===== config.mk =====
export PLATFORM = sky130hd
export DESIGN_NAME = pc_fetch_unit
export DESIGN_NICKNAME = d
export VERILOG_FILES = /design/src/rtl/pc_fetch_unit.sv
export SDC_FILE = /design/constraint.sdc
export NUM_CORES = 1
export LEC_CHECK = 0
export ABC_AREA = 1
export CAP_MARGIN = 20
export CORE_ASPECT_RATIO = 1.75
export CORE_MARGIN = 2
export CORE_UTILIZATION = 30
export CTS_CLUSTER_SIZE = 16
export DETAILED_ROUTE_END_ITERATION = 6
export GPL_TIMING_DRIVEN = 0
export PLACE_DENSITY_LB_ADDON = 0.2
export SETUP_SLACK_MARGIN = 0.3
export SLEW_MARGIN = 20
export SYNTH_ARGS = -nofsm -noshare
export SYNTH_HDL_FRONTEND = slang
export SYNTH_SLANG_ARGS = --single-unit

===== constraint.sdc =====
create_clock -name CLK -period 3.6 [get_ports CLK]
set_input_delay 0.72 -clock CLK [delete_from_list [all_inputs] [get_ports CLK]]
set_output_delay 0.72 -clock CLK [all_outputs]
set_load 0.02 [all_outputs]

===== src/rtl/pc_fetch_unit.sv =====
// Program-counter and instruction-fetch sequencer: fetches one word per instruction,
// holds it in the IR while the datapath executes, then steps the PC per PCSrc.
module pc_fetch_unit #(
    parameter int          TIMEOUT  = 15,
    parameter logic [31:0] RESET_PC = 32'h00000000
) (
    input  logic        CLK,
    input  logic        Reset,
    input  logic [31:0] extendImmediate,
    input  logic [1:0]  PCSrc,
    input  logic        ExecDone,
    input  logic        Halt,
    output logic        imem_req,
    output logic [31:0] imem_addr,
    input  logic        imem_ack,
    input  logic [31:0] imem_rdata,
    output logic [31:0] curPC,
    output logic [31:0] PC4,
    output logic [31:0] instruction,
    output logic [15:0] immediate,
    output logic        instValid,
    output logic        halted,
    output logic        fault
);

    typedef enum logic [2:0] {START, FETCH, EXEC, HALTED, FAULT} stateT;

    localparam logic [7:0] TIMEOUT_CNT = 8'(TIMEOUT);

    stateT       state;
    logic [7:0]  waitCnt;
    logic [31:0] nextPC;

    assign PC4       = curPC + 32'd4;
    assign immediate = instruction[15:0];
    assign imem_addr = curPC;

    always_comb begin
        nextPC = PC4;
        case (PCSrc)
            2'b01:   nextPC = PC4 + (extendImmediate << 2);
            2'b10:   nextPC = {PC4[31:28], instruction[25:0], 2'b00};
            2'b11:   nextPC = curPC;
            default: nextPC = PC4;
        endcase
    end

    // waitCnt holds the number of ack-less FETCH cycles already seen, so an ack
    // arriving while waitCnt == TIMEOUT is still accepted.
    always_ff @(posedge CLK) begin
        if (Reset) begin
            state       <= START;
            curPC       <= RESET_PC;
            instruction <= 32'd0;
            imem_req    <= 1'b0;
            instValid   <= 1'b0;
            halted      <= 1'b0;
            fault       <= 1'b0;
            waitCnt     <= 8'd0;
        end else begin
            case (state)
                START: begin
                    state    <= FETCH;
                    imem_req <= 1'b1;
                    waitCnt  <= 8'd0;
                end
                FETCH: begin
                    if (imem_ack) begin
                        instruction <= imem_rdata;
                        imem_req    <= 1'b0;
                        instValid   <= 1'b1;
                        state       <= EXEC;
                    end else if (waitCnt == TIMEOUT_CNT) begin
                        imem_req <= 1'b0;
                        fault    <= 1'b1;
                        state    <= FAULT;
                    end else begin
                        waitCnt <= waitCnt + 8'd1;
                    end
                end
                EXEC: begin
                    if (ExecDone) begin
                        instValid <= 1'b0;
                        if (Halt) begin
                            halted <= 1'b1;
                            state  <= HALTED;
                        end else begin
                            curPC    <= nextPC;
                            imem_req <= 1'b1;
                            waitCnt  <= 8'd0;
                            state    <= FETCH;
                        end
                    end
                end
                HALTED, FAULT: begin
                    imem_req  <= 1'b0;
                    instValid <= 1'b0;
                end
                default: state <= START;
            endcase
        end
    end

endmodule


==> metrics.cfg <==
[status]
status = complete, no violations

[placed_design]
gp_congestion = 0.945
placed_area_sq_mm = 0.00949
hpwl_um = 24100
numPortBuffers = 208

[power]
leakage_nw = 4.64
clkPwrFrac_pct = 27.5
combPwrFrac_pct = 40.5
sw_frac_of_total_pct = 38.6
ir_drop_mv = 0.248
powerDensity_mw_per_mm2 = 324
pwr-share-seq_pct = 32.0
p_switching_mw = 1.27
internal-power_mw = 2.02

[clock_tree]
cts_max_level = 3
cts-buffers-inserted = 9
cts_buffer_depth = 2
cts_sinks = 77
cts_tree = done
root_buffer = clkbuf_16
clock_latency_ns = 0.34
clk_pin_slew_ns = 0.06
holdBufCountCts = 0

[logic_synthesis]
synth-compound-area-share_pct = 13.6
synth_warnings = 0
synthArstFlopShare_pct = 0
syn_inst = 1184
syn_area_per_cell_sq_um = 5.92
syn-cell-area_sq_mm = 0.00701
synth_top_family_by_area = simple AND/OR/NAND/NOR gates
muxShareOfSynthArea_pct = 0
synth.distinct_cells = 44
synth-edff-count = 0
ys_ff_latch = 77
ys_seq_area_share_pct = 22.0
synthAdderAreaFrac_pct = 7.25
synthXorXnorAreaFrac_pct = 2.38
synth_flop_cell = dfxtp_1
synth-simple-area-share_pct = 38.2

[routing]
drt-initial-drc-count = 308
drc = 0
dr.pass1.iters = 5
antenna_left = 0
vias_per_cell = 4.79
wirelength_um = 28600
vias = 8235
wire_per_inst_um = 16.6

[global_routing]
grt_pass1_wl_um = 42800
antenna_found_initial = 0
gr-total-overflow = 0
grt_pass1_vias = 7990
grt_util_all_layers_pct = 22.7
grt_max_degree = 13

[sta]
fmax_ghz = 0.308
grt_setup_unrepaired = true
drv_slew = 0
final-setup-viol-count = 0
layout_min_cycle_time_ns = 3.25
finalHoldViolCount = 0
tightest_slew_ns = 0.762
slew_headroom_pct = 49.0
finClkSkew_ns = 0.0104
post-route-period-util_pct = 90.2

[setup_path]
worstPathMaxFanout = 5
path_class = reg -> out
crit_start = curPC[3]
critPathArrivalTime_ns = 2.53
worstPathRequired_ns = 2.88
setup.worst_path.end_class = primary output
reg2reg_from = curPC[3]
crit_path_start_kind = flip-flop

[final_layout]
drive_above_1_share_pct = 12.9
utilization_pct = 43.8
fin_area_sq_mm = 0.0101
layout.nets = 1524
num_antenna_cells = 0
final_cell_mix = 347 x nand2_1, 202 x clkdlybuf4s50_1, 162 x inv_1
n_fill_cell = 2531
area_growth_pct = 44.9
layout_commonest_cell = nand2_1

[flow_run]
maxCapViolCount = 0

[die]
rows = 74
io_pins = 219
die_x_um = 120
start_util_pct = 30.3
core_sq_mm = 0.0231
die_area_sq_mm = 0.0246
chipHeight_um = 206

[worst_hold_path]
hp-start = instValid
min_path_type = reg -> reg

logic make-up after synthesis:
logic type,Yosys count
AND/OR/NAND/NOR,611
adder cells (fa/ha/maj),40
XOR/XNOR,19
buffers and inverters,252
flip-flops,77
other,1
AO/OA/AOI/OAI,184
layout make-up:
| class | instances | area (sq um) | share of cell area (%) |
|---|---|---|---|
| Inverter | 167 | 627 | 6.18 |
| Clock buffer | 10 | 229 | 2.26 |
| Clock inverter | 5 | 52.6 | 0.518 |
| Multi-Input combinational cell | 860 | 4620 | 45.6 |
| Sequential cell | 77 | 1580 | 15.6 |
| Tap cell | 304 | 380 | 3.75 |
| Timing Repair Buffer | 213 | 2130 | 21.0 |
| Buffer | 85 | 527 | 5.19 |
power groups by stage:
stage	combinational, mW	clock [mW]	sequential [mW]
floorplan	0.712	0	1.13
global placement	1.31	0	1.07
detailed placement	1.32	0	1.07
CTS	1.33	0.919	1.06
global route	1.45	0.955	1.07
finish	1.33	0.905	1.05
critical path: stages, from the launching register on:
cell,delay (ns)
dfxtp_2,0.40
ha_4,0.17
nand3_4,0.12
inv_2,0.12
nand2_2,0.12
nor2_4,0.21
buf_4,0.14
nand3_1,0.05
nand2_1,0.19
clkdlybuf4s50_1,0.65
metrics by stage:
stage | power (mW) | setup WS, ns | cells | TNS [ns] | hold slack, ns
global placement | 2.39 | -0.0361 | 1701 | -0.0795 | 0.449
floorplan | 1.84 | 0.648 | 1189 | 0 | 0.456
global route | 3.48 | 0.238 | 1721 | 0 | 0.477
CTS | 3.30 | 0.235 | 1717 | 0 | 0.466
detailed placement | 2.39 | -0.0827 | 1701 | -0.155 | 0.453
finish | 3.29 | 0.354 | 1721 | 0 | 0.462
Yosys cell counts, types with 3 or more instances:
cell,n,area share [%]
nand2_1,352,19
inv_1,164,8.8
nor3_4,4,0.93
dfxtp_1,77,22
clkbuf_1,25,1.3
buf_1,3,0.16
buf_2,3,0.21
nor2_2,5,0.45
nor2_1,84,4.5
xor2_1,17,2.1
o21ai_0,47,3.4
ha_1,39,7.0
nor3_1,10,0.71
inv_2,3,0.16
o21bai_1,5,0.54
nand4_1,17,1.5
nand3b_1,3,0.32
buf_4,52,5.6
o21ai_1,6,0.43
nand3_1,107,7.6
nand2_2,9,0.80
or2_2,8,0.71
a21oi_1,118,8.4
state kept, by name (all words and copies together) (netlist names):
signal,count
state,3
curPC,30
instruction,32
fault,1
waitCnt,8
instValid,1
halted,1
imem_req,1
path summary, 6_finish.rpt:
path	to	slack (ns)	depth (start not counted)
max	PC4[26]	0.35	9
min	instValid	0.46	2
max reg2reg	curPC[21]	0.40	20
min reg2reg	instValid	0.46	2
what timing repair did:
action	CTS	global route
setup endpoints to repair	32	30
gates cloned	0	0
pin swaps	1	4
resized for setup	27	75
endpoints found under the hold margin	0	0
buffers inserted	1	4
layer usage:
metal / up-vias / share of wire [%] / global-route usage [%]
met5: - / 0 / 0
met4: 0 / 5.1 / 12.0
met3: 68 / 3.7 / 2.21
met2: 230 / 56 / 46.1
met1: 3761 / 36 / 22.1
li1: 4176 / - / -
No activity file was read; power rests on OpenSTA's default activity.
